`src/rtl/pc_unit.sv`:
```
// Program-counter unit: PC register, next-PC selection (jr > jump > branch > sequential),
// stall support and fetch counter. Define MISALIGN_TRAP_EN to trap misaligned targets.
module pc_unit #(
    parameter int             N            = 32,
    parameter int             STEP         = 4,
    parameter logic [N-1:0]   RESET_VECTOR = N'(32'h0000_0000),
    parameter logic [N-1:0]   EXC_VECTOR   = N'(32'h0000_0080),
    parameter int             CNT_W        = 32
) (
    input  logic             clk,
    input  logic             rst_n,
    input  logic             en,
    input  logic             branch_taken,
    input  logic             jump,
    input  logic             jr,
    input  logic [15:0]      imm16,
    input  logic [25:0]      jaddr,
    input  logic [N-1:0]     jr_target,
    output logic [N-1:0]     pc,
    output logic [N-1:0]     pc_plus_step,
    output logic [N-1:0]     pc_next,
    output logic             redirect,
    output logic [CNT_W-1:0] fetch_cnt,
    output logic             misalign_trap,
    output logic [N-1:0]     epc
);

    localparam logic [N-1:0] STEP_N = N'(STEP);

    logic [N-1:0]     pc_q, pc_d;
    logic [CNT_W-1:0] cnt_q, cnt_d;
    logic             redirect_q, redirect_d;
    logic [N-1:0]     pc_plus_step_s;
    logic [N-1:0]     br_off_s;
    logic [N-1:0]     br_tgt_s;
    logic [N-1:0]     jmp_tgt_s;
    logic [N-1:0]     pc_next_s;
    logic             nonseq_s;

    // The jump region bits only exist when the address is wider than the 28-bit jump span.
    if (N < 28 || EXC_VECTOR[1:0] != 2'b00) begin : g_param_check
        $error("pc_unit: N must be >= 28 and EXC_VECTOR word aligned");
    end

    if (N > 28) begin : g_jmp_wide
        assign jmp_tgt_s = {pc_plus_step_s[N-1:28], jaddr, 2'b00};
    end else begin : g_jmp_narrow
        assign jmp_tgt_s = {jaddr, 2'b00};
    end

    assign pc_plus_step_s = pc_q + STEP_N;
    assign br_off_s       = {{(N-18){imm16[15]}}, imm16, 2'b00};
    assign br_tgt_s       = pc_plus_step_s + br_off_s;
    assign nonseq_s       = jr | jump | branch_taken;

    // Fixed-priority target selection.
    always_comb begin
        pc_next_s = pc_plus_step_s;
        if (jr) begin
            pc_next_s = jr_target;
        end else if (jump) begin
            pc_next_s = jmp_tgt_s;
        end else if (branch_taken) begin
            pc_next_s = br_tgt_s;
        end else begin
            pc_next_s = pc_plus_step_s;
        end
    end

`ifdef MISALIGN_TRAP_EN
    logic             trap_q, trap_d;
    logic [N-1:0]     epc_q, epc_d;

    // Next-state logic; a misaligned target diverts to the exception vector.
    always_comb begin
        pc_d       = pc_q;
        cnt_d      = cnt_q;
        redirect_d = 1'b0;
        trap_d     = 1'b0;
        epc_d      = epc_q;
        if (en) begin
            cnt_d = cnt_q + CNT_W'(1);
            if (pc_next_s[1:0] != 2'b00) begin
                pc_d       = EXC_VECTOR;
                epc_d      = pc_next_s;
                trap_d     = 1'b1;
                redirect_d = 1'b1;
            end else begin
                pc_d       = pc_next_s;
                redirect_d = nonseq_s;
            end
        end else begin
            pc_d = pc_q;
        end
    end

    // Trap state registers.
    always_ff @(posedge clk or negedge rst_n) begin
        if (!rst_n) begin
            trap_q <= 1'b0;
            epc_q  <= {N{1'b0}};
        end else begin
            trap_q <= trap_d;
            epc_q  <= epc_d;
        end
    end

    assign misalign_trap = trap_q;
    assign epc           = epc_q;
`else
    // Next-state logic; targets are loaded as computed.
    always_comb begin
        pc_d       = pc_q;
        cnt_d      = cnt_q;
        redirect_d = 1'b0;
        if (en) begin
            cnt_d      = cnt_q + CNT_W'(1);
            pc_d       = pc_next_s;
            redirect_d = nonseq_s;
        end else begin
            pc_d = pc_q;
        end
    end

    assign misalign_trap = 1'b0;
    assign epc           = {N{1'b0}};
`endif

    // PC, fetch counter and redirect registers.
    always_ff @(posedge clk or negedge rst_n) begin
        if (!rst_n) begin
            pc_q       <= RESET_VECTOR;
            cnt_q      <= {CNT_W{1'b0}};
            redirect_q <= 1'b0;
        end else begin
            pc_q       <= pc_d;
            cnt_q      <= cnt_d;
            redirect_q <= redirect_d;
        end
    end

    assign pc           = pc_q;
    assign pc_plus_step = pc_plus_step_s;
    assign pc_next      = pc_next_s;
    assign redirect     = redirect_q;
    assign fetch_cnt    = cnt_q;

endmodule

```
`config.mk`:
```
export PLATFORM = sky130hd
export DESIGN_NAME = pc_unit
export DESIGN_NICKNAME = d
export VERILOG_FILES = /design/src/rtl/pc_unit.sv
export SDC_FILE = /design/constraint.sdc
export NUM_CORES = 1
export LEC_CHECK = 0
export CAP_MARGIN = 20
export CORE_MARGIN = 10
export CORE_UTILIZATION = 45
export CTS_CLUSTER_DIAMETER = 120
export DETAILED_ROUTE_END_ITERATION = 12
export GPL_TIMING_DRIVEN = 0
export PLACE_DENSITY_LB_ADDON = 0.2
export SLEW_MARGIN = 20
export SYNTH_ARGS = -nofsm -noshare
export SYNTH_HDL_FRONTEND = slang
export SYNTH_SLANG_ARGS = --single-unit
```
`constraint.sdc`:
```
create_clock -name clk -period 5.4 [get_ports clk]
set_input_delay 0.54 -clock clk [delete_from_list [all_inputs] [get_ports clk]]
set_output_delay 0.54 -clock clk [all_outputs]
set_load 0.02 [all_outputs]
```
## After elaboration in Yosys (flattened, before gate mapping)

Cells that the tools add are included.

| operators by class | value |
|---|---|
| add/subtract/negate cells | 3 |
| mux-type cells | 4 |
| bitwise gates (word level) | 2 |

Operator list:

| kind | number |
|---|---|
| two-way mux 32 bit | 3 |
| adder 32 x 1 -> 32 bit, second input constant | 1 |
| adder 32 x 3 -> 32 bit, second input constant | 1 |
| adder 32 bit | 1 |
| bitwise OR 1 bit | 2 |
| two-way mux 1 bit | 1 |

| storage, ports and cells | value |
|---|---|
| register bits | 65 |
| bits of input ports | 80 |
| output and inout port bits | 162 |
| logic and storage cells | 12 |

## Longest topological paths before layout

Gate-level depths: netlist (run 1).

| logic depth | value |
|---|---|
| depth after elaboration | 5 |
| depth in mapped cells | 17 |
| mapped depth without buffers | 16 |

## Worst setup path before layout (run 1)

OpenSTA, ideal clock, no wires.

| timing | value |
|---|---|
| path kind | register -> output |
| from | reg pc_q[7] (netlist: pc[7]) |
| to | out pc_next[31] |
| arrival | 4503 ps |
| required time | 4860 ps |
| setup slack | 357 ps |
| stages on the path, launching flop included | 18 |
| buffers on the path | 2 |
| path through | dfrtp_1 > nand4_1 > or2_0 > buf_2 > nor3_1 > nand3_1 > xnor2_1 > ha_1 > clkbuf_1 > nand3_1 > nand2_1 > a221oi_1 > nor3_1 > o41ai_1 > a21o_1 > mux2i_1 > xnor2_1 > o21ai_0 |

| between the ends | value |
|---|---|
| word-level cells in the longest chain between the ends | 5 |

Ends and longest elaborated chain:

| element | RTL line | source |
|---|---|---|
| from (decl) | 30 | `logic [N-1:0] pc_q, pc_d;` |
| from (signal assigned) | 136 | `pc_q <= pc_d;` |
| adder 32 x 3 -> 32 bit | 51 | `assign pc_plus_step_s = pc_q + STEP_N;` |
| net pc_plus_step[18] | 20 | `output logic [N-1:0] pc_plus_step,` |
| adder 32 bit | 53 | `assign br_tgt_s = pc_plus_step_s + br_off_s;` |
| two-way mux 32 bit | 63 | `end else if (branch_taken) begin` |
| two-way mux 32 bit | 61 | `end else if (jump) begin` |
| two-way mux 32 bit | 59 | `if (jr) begin` |
| to (decl) | 21 | `output logic [N-1:0] pc_next,` |

The timed path passes the listed nets, and every way through them passes these cells.

## Final worst setup path (run 1)

| timing | value |
|---|---|
| from | reg pc_q[4] (netlist: pc[4]) |
| to | out pc_next[24] |

| between the ends | value |
|---|---|
| word-level cells in the longest chain between the ends | 5 |

Ends and longest elaborated chain:

| element | RTL line |
|---|---|
| adder 32 x 3 -> 32 bit (*) | 51 |
| adder 32 bit | 53 |
| two-way mux 32 bit (*) | 63 |
| two-way mux 32 bit (*) | 61 |
| two-way mux 32 bit (*) | 59 |

Every way passes the cells marked *; elsewhere a longest branch is shown, timed or not.

==> reports/results.tsv, run 1 <==
stage	metric	value	unit
status	status	finished, final reports clean	
synth	synth cell count leaders	nand2_1, dfrtp_1, xnor2_1, nor2_1, a21oi_1	
power	Peak VDD IR	0.000259	V
setup_path	Required @ worst endpoint	4.86	ns
die	Die ar.	18500	um2
sta	Hold Fails Final Rpt	0	
global_route	grt ovf	0	
synth	cell area after synthesis	6070	um2
global_route	global-route wire length before repair	34.9	mm
placed_design	RD Place Congestion	0.936	
sta	setup ws final	0.195	ns
placed_design	dpl cell area	8500	um2
route	post-detailed-route count of antenna-violating nets	0	
sta	Fmax	192	MHz
power	Sw Ratio	41.1	%
global_route	vias in the first global route	6176	
setup_path	Worst R2R Setup Slack	1.17	ns
die	chip height	136	um
clock_network	Num CTS Buffers	9	
clock_network	worst skew pair latency	0.33	ns
setup_path	Worst Setup Start Kind	register	
synth	Post-Syn Instances	734	
power	Seq pwr share	24.8	%
clock_network	Reg clk slew, reported paths	0.05	ns
setup_path	critical path arrival	4.66	ns
sta	final setup fails	0	
power	Logic pwr share	53.2	%
route	routed wire length	23.5	mm
cells_and_area	Fillers	1132	
setup_path	nature of the critical path endpoint	output pin	
clock_network	H-tree depth	3	
synth	Synth Register Bits	65	
sta	Setup Skew	0.00978	ns
setup_path	critical setup path kind	register to output pin	
clock_network	TritonCTS clock tree	yes	
synth	Async SR Flop Fraction	100	%
placed_design	worst slack, placed	-0.637	ns
synth	EDFF count, synth	0	
global_route	layer with the highest usage	met2	
route	Residual DRC	0	
sta	min Tclk post-route	5.20	ns
cells_and_area	fin nets	1107	
sta	Worst Tran Pin Value	0.902	ns
placed_design	placed insts	1150	
synth	most common cell in the netlist	nand2_1	
cells_and_area	post-route insts no fill	1169	
route	Vias	6423	
synth	count of different cell masters after synthesis	64	
power	P_sw	1.08	mW
die	I/O pins	242	
cells_and_area	Synth-to-Final Area Change	48.6	%
route	DR vias/cell	5.49	
sta	slew margin rel.	39.7	%
clock_network	hold_buf cts	0	
synth	Seq/Total Area, Yosys	26.8	%
global_route	initial antenna violation count	0	
power	Clock power frac	22.0	%
synth	post-synth top area share	26.8	%
setup_path	CP Max Fanout	6	
synth	largest area contributor in the netlist	dfrtp_1	
die	row cnt	42	
placed_design	Post-DP HPWL	18.8	mm
setup_path	FF-to-FF path depth	16	
synth	ranking of synthesized cells by area	dfrtp_1, xnor2_1, ha_1	
synth	Most used DFF post-synth	dfrtp_1	
sta	hold slack	0.0616	ns
synth	number of synthesis warnings	0	
sta	fin crit share	96.4	%
die	die width	136	um
sta	Max Slew Vio Count	0	
synth	syn avg cell area	8.26	um2
power	leakage dissipation	4.02	nW
cells_and_area	share of layout cells above drive strength 1	12.8	%
die	starting density of the core	45.8	%
route	first-pass detailed-route iteration total	5	
placed_design	PortBufs	207	
global_route	GR Util met1	29.0	%
global_route	grt met2 use	40.1	%
global_route	M3 GR Usage	7.12	%
cells_and_area	n_diodes	0	
global_route	Total GRT Usage	24.3	%
clock_network	CTS max path bufs	2	
power	cell internal pwr	1.54	mW
cells_and_area	post-route cell area	9010	um2
min_path	HP Class	input pin to async pin	
route	Iter 0 DRT Violations	614	
sta	TNS Setup	0	ns
global_route	largest net degree at the start of global routing	54	
clock_network	Root Driver	clkbuf_16	
run	max_cap viols	0	
route	wire length per cell	20.1	um
clock_network	# clock sinks	65	
die	CORE AREA	13200	um2
setup_path	Reg2Reg Capture Point	pc[24]$_DFFE_PN0P_	
power	Power Density	291	nW/um2
setup_path	RR Startpoint	pc[4]$_DFFE_PN0P_	
## state kept, by name, indices dropped and copies added (netlist names)
signal	count
fetch_cnt	32
pc	32
redirect	1
## worst max-delay path: stages (launching register included)
cell	delay (ns)
dfrtp_1	0.43
and3_1	0.28
nand3_4	0.15
or3_1	0.41
buf_6	0.15
nor2_1	0.16
xor2_2	0.28
ha_1	0.33
a21o_1	0.19
a21o_1	0.16
a21oi_1	0.18
o21ai_0	0.15
a21oi_2	0.24
o21bai_1	0.16
and4b_1	0.21
o41ai_2	0.45
dlygate4sd2_1	0.40
## area by class of cell
class,instances,area (um2),area share (%)
inverters,34,128,1.42
flip-flops and latches,65,1630,18.1
plain buffers,64,384,4.26
repair buffers,213,2140,23.7
well taps,176,220,2.44
clock inverters,5,56.3,0.625
multi-input cells,602,4220,46.8
clock buffers,10,239,2.65
## cells by family (layout without fill, tap and decap cells)
group                    after synthesis  in the layout  share of synthesized area [%]
adder cells (fa/ha/maj)               38             38                           7.96
multiplexers                          37             37                           6.64
XOR/XNOR                              80             80                           11.6
AO/OA/AOI/OAI                        168            168                           18.6
AND/OR/NAND/NOR                      246            246                           19.9
other                                  1             33                         0.0618
buffers and inverters                 99            326                           8.50
flip-flops                            65             65                           26.8
## worst max-delay path by stage
stage / start / to / slack (ns) / cells past startpoint
after floorplan: pc[7]$_DFFE_PN0P_ / pc_next[31] / 0.36 / 17
after global placement: pc[7]$_DFFE_PN0P_ / pc_next[31] / -0.50 / 18
after detailed placement: pc[7]$_DFFE_PN0P_ / pc_next[31] / -0.64 / 18
after CTS: pc[2]$_DFFE_PN0P_ / pc_next[26] / 0.0002 / 14
after global routing: pc[4]$_DFFE_PN0P_ / pc_next[23] / -0.008 / 15
final: pc[4]$_DFFE_PN0P_ / pc_next[24] / 0.20 / 16
## metrics by stage
step / total power, mW / utilization [%]
6_report: 2.62 / 68.1
2_1_floorplan: 1.44 / -
5_1_grt: 2.76 / 68.1
4_1_cts: 2.59 / 67.0
3_5_place_dp: 1.99 / 64.2
3_3_place_gp: 1.98 / 64.0
## power by group through the flow
stage	Sequential [mW]	Clock, mW	Combinational (mW)
2_1_floorplan	0.710	0	0.732
4_1_cts	0.644	0.583	1.36
3_3_place_gp	0.646	0	1.33
5_1_grt	0.661	0.603	1.49
6_report	0.649	0.577	1.39
3_5_place_dp	0.648	0	1.34
## cell usage in the layout, fill, tap and decap left out, types with 17 or more instances in the layout
cell type        instances
clkdlybuf4s50_1        195
nand2_1                 78
dfrtp_1                 63
xnor2_1                 52
nor2_1                  46
buf_4                   41
a21oi_1                 40
ha_1                    36
conb_1                  33
inv_1                   32
nand3_1                 30
o21ai_0                 28
mux2_2                  26
nand4_1                 21
clkbuf_1                21
xor2_1                  19
a21o_1                  17
## metal layers
layer	vias up	wire length, um
met5	-	0
met4	0	842
met3	56	2260
met2	288	11100
met1	3032	9250
li1	3047	-
## repair_timing
item	in CTS	in global routing
gates resized for setup	21	25
setup endpoints to repair	14	14
setup buffers	1	4
pin swaps	1	3
Note: power is estimated with default switching activity, not from simulation.
==> run 2: changes to the inputs <==
--- a/config.mk
+++ b/config.mk
@@ -7,7 +7,7 @@
 export LEC_CHECK = 0
 export CAP_MARGIN = 20
 export CORE_MARGIN = 10
-export CORE_UTILIZATION = 45
+export CORE_UTILIZATION = 48
 export CTS_CLUSTER_DIAMETER = 120
 export DETAILED_ROUTE_END_ITERATION = 12
 export GPL_TIMING_DRIVEN = 0
==> constraint.sdc (replaced) <==
create_clock -name clk -period 6.5 [get_ports clk]
set_input_delay 0.65 -clock clk [delete_from_list [all_inputs] [get_ports clk]]
set_output_delay 0.65 -clock clk [all_outputs]
set_load 0.02 [all_outputs]
==> reports/results.tsv, run 2 (synthesis results as in run 1) <==
stage	metric	value	unit	change
clock_network	hold_buf cts	0		unchanged
sta	slew margin rel.	38.5	%	-1.2 points
global_route	grt ovf	0		unchanged
setup_path	Crit path largest cell delay	0.63	ns	+0.18 ns
route	wire length per cell	20.0	um	-0.26%
placed_design	RD Place Congestion	0.956		+2.1%
global_route	global-route wire length before repair	35.6	mm	+1.9%
sta	Worst Tran Pin Value	0.920	ns	+0.0181 ns
setup_path	nature of the critical path endpoint	output pin		
placed_design	Post-DP HPWL	18.6	mm	-1.2%
global_route	vias in the first global route	6433		+4.2%
sta	Setup Skew	0.00630	ns	-0.00348 ns
setup_path	Critical Path Slowest Stage Cell	clkdlybuf4s50_1		
die	CORE AREA	12500	um2	-5.5%
die	die width	132	um	-2.7%
status	status	finished, final reports clean		
clock_network	Reg clk slew, reported paths	0.05	ns	about the same
cells_and_area	fin nets	1103		-0.36%
sta	min Tclk post-route	6.01	ns	
global_route	Total GRT Usage	25.2	%	+0.88 points
clock_network	Num CTS Buffers	9		unchanged
route	post-detailed-route count of antenna-violating nets	0		unchanged
global_route	initial antenna violation count	0		unchanged
setup_path	Required @ worst endpoint	5.85	ns	+0.99 ns
sta	TNS Setup	0	ns	unchanged
cells_and_area	commonest non-fill, non-tap cells in the layout	clkdlybuf4s50_1, nand2_1, dfrtp_1		
sta	final setup fails	0		unchanged
min_path	HP Class	input pin to async pin		
setup_path	critical setup path kind	register to output pin		
route	first-pass detailed-route iteration total	5		unchanged
power	Peak VDD IR	0.000251	V	-3.4%
die	chip height	132	um	-2.7%
setup_path	critical path arrival	5.36	ns	+0.70 ns
cells_and_area	post-route insts no fill	1160		-0.77%
die	starting density of the core	48.5	%	+2.7 points
route	Vias	6508		+1.3%
power	Final Total Pwr	2.13	mW	-19%
run	max_cap viols	0		unchanged
clock_network	worst skew pair latency	0.33	ns	about the same
placed_design	PortBufs	207		unchanged
setup_path	CP Max Fanout	6		unchanged
clock_network	number of setup buffers added after CTS	0		-1
clock_network	# clock sinks	65		unchanged
cells_and_area	Synth-to-Final Area Change	44.9	%	
cells_and_area	share of layout cells above drive strength 1	9.51	%	-3.3 points
setup_path	Worst Setup Start Kind	register		
route	DR vias/cell	5.61		+2.1%
clock_network	H-tree depth	3		unchanged
power	leakage dissipation	3.88	nW	-3.4%
clock_network	TritonCTS clock tree	yes		
clock_network	# resized after CTS	0		-100%
cells_and_area	n_diodes	0		unchanged
placed_design	placed insts	1146		-0.35%
cells_and_area	post-route cell area	8790	um2	-2.5%
clock_network	Root Driver	clkbuf_16		
die	Die ar.	17500	um2	-5.3%
die	I/O pins	242		unchanged
die	row cnt	41		-2.4%
sta	Max Slew Vio Count	0		unchanged
power	Power Density	243	nW/um2	-16%
sta	Fmax	166	MHz	
placed_design	dpl cell area	8500	um2	about the same
sta	fin crit share	92.4	%	
route	Iter 0 DRT Violations	557		-9.3%
route	routed wire length	23.2	mm	-1.0%
global_route	largest net degree at the start of global routing	53		-1.9%
route	Residual DRC	0		unchanged
clock_network	CTS max path bufs	2		unchanged
sta	RSZ-0062 raised after global routing	false		
sta	Hold Fails Final Rpt	0		unchanged
cells_and_area	leading cell type in the layout, fill and taps excluded	clkdlybuf4s50_1		
setup_path	worst-path cell chain	and3_1, nand3_2, or3_1, buf_6, nor2_1, xor2_1, ha_1, a21oi_1, nand2_1, a221oi_1, nor3_1, o41ai_1, a21o_1, mux2i_1, xnor2_1, o21ai_0, clkdlybuf4s50_1		
run 2: report_power, final:
group          internal, mW  switching, mW
clock                 0.300          0.166
sequential            0.459         0.0757
combinational         0.505          0.626
run 2: layout make-up:
class                   instances  area, um2
plain buffers                  65        388
clock buffers                  10        239
clock inverters                 4       45.0
fillers                      1095       3730
inverters                      34        128
multi-input cells             602       4050
flip-flops and latches         65       1630
well taps                     172        215
repair buffers                208       2100
run 2: final timing paths:
| kind | to | depth (start not counted) | startpoint | slack [ns] |
|---|---|---|---|---|
| min in group clk | fetch_cnt[31]$_DFFE_PN0P_ | 1 | fetch_cnt[31]$_DFFE_PN0P_ | 0.48 |
| hold / removal | fetch_cnt[22]$_DFFE_PN0P_ | 1 | rst_n | 0.18 |
| max in group asynchronous | pc[13]$_DFFE_PN0P_ | 2 | rst_n | 5.80 |
| hold reg to reg | fetch_cnt[31]$_DFFE_PN0P_ | 1 | fetch_cnt[31]$_DFFE_PN0P_ | 0.48 |
| setup / recovery | pc_next[31] | 17 | pc[4]$_DFFE_PN0P_ | 0.49 |
| setup reg to reg | pc[31]$_DFFE_PN0P_ | 16 | pc[4]$_DFFE_PN0P_ | 1.89 |
run 2: critical path, delay by kind of cell, from the launching register on:
kind                       cells  cell delay (ns)
adders and majority gates      1             0.38
muxes                          1             0.41
and+or+nand+nor                6             1.27
xor gates and xnor gates       2             0.45
AOI/OAI and AO/OA              5             1.32
buffers and inverters          2             0.78
DFF                            1             0.44
run 2: layer usage:
layer | vias to the layer above | wire length (um) | global-route usage [%] | part of all wire [%]
met4 | 0 | 812 | 9.54 | 3.5
met5 | - | 0 | 0 | 0
met3 | 63 | 2470 | 8.78 | 11
met2 | 367 | 11000 | 42.6 | 48
met1 | 3044 | 8920 | 28.6 | 38
li1 | 3034 | - | - | -
run 2: through the flow:
step	setup WS [ns]	utilization, %	hold slack [ns]
2_1_floorplan	1.35	-	0.354
3_3_place_gp	0.715	67.7	0.458
5_1_grt	0.0631	70.2	0.181
4_1_cts	0.316	70.2	0.177
3_5_place_dp	0.667	67.9	0.481
6_report	0.492	70.2	0.179
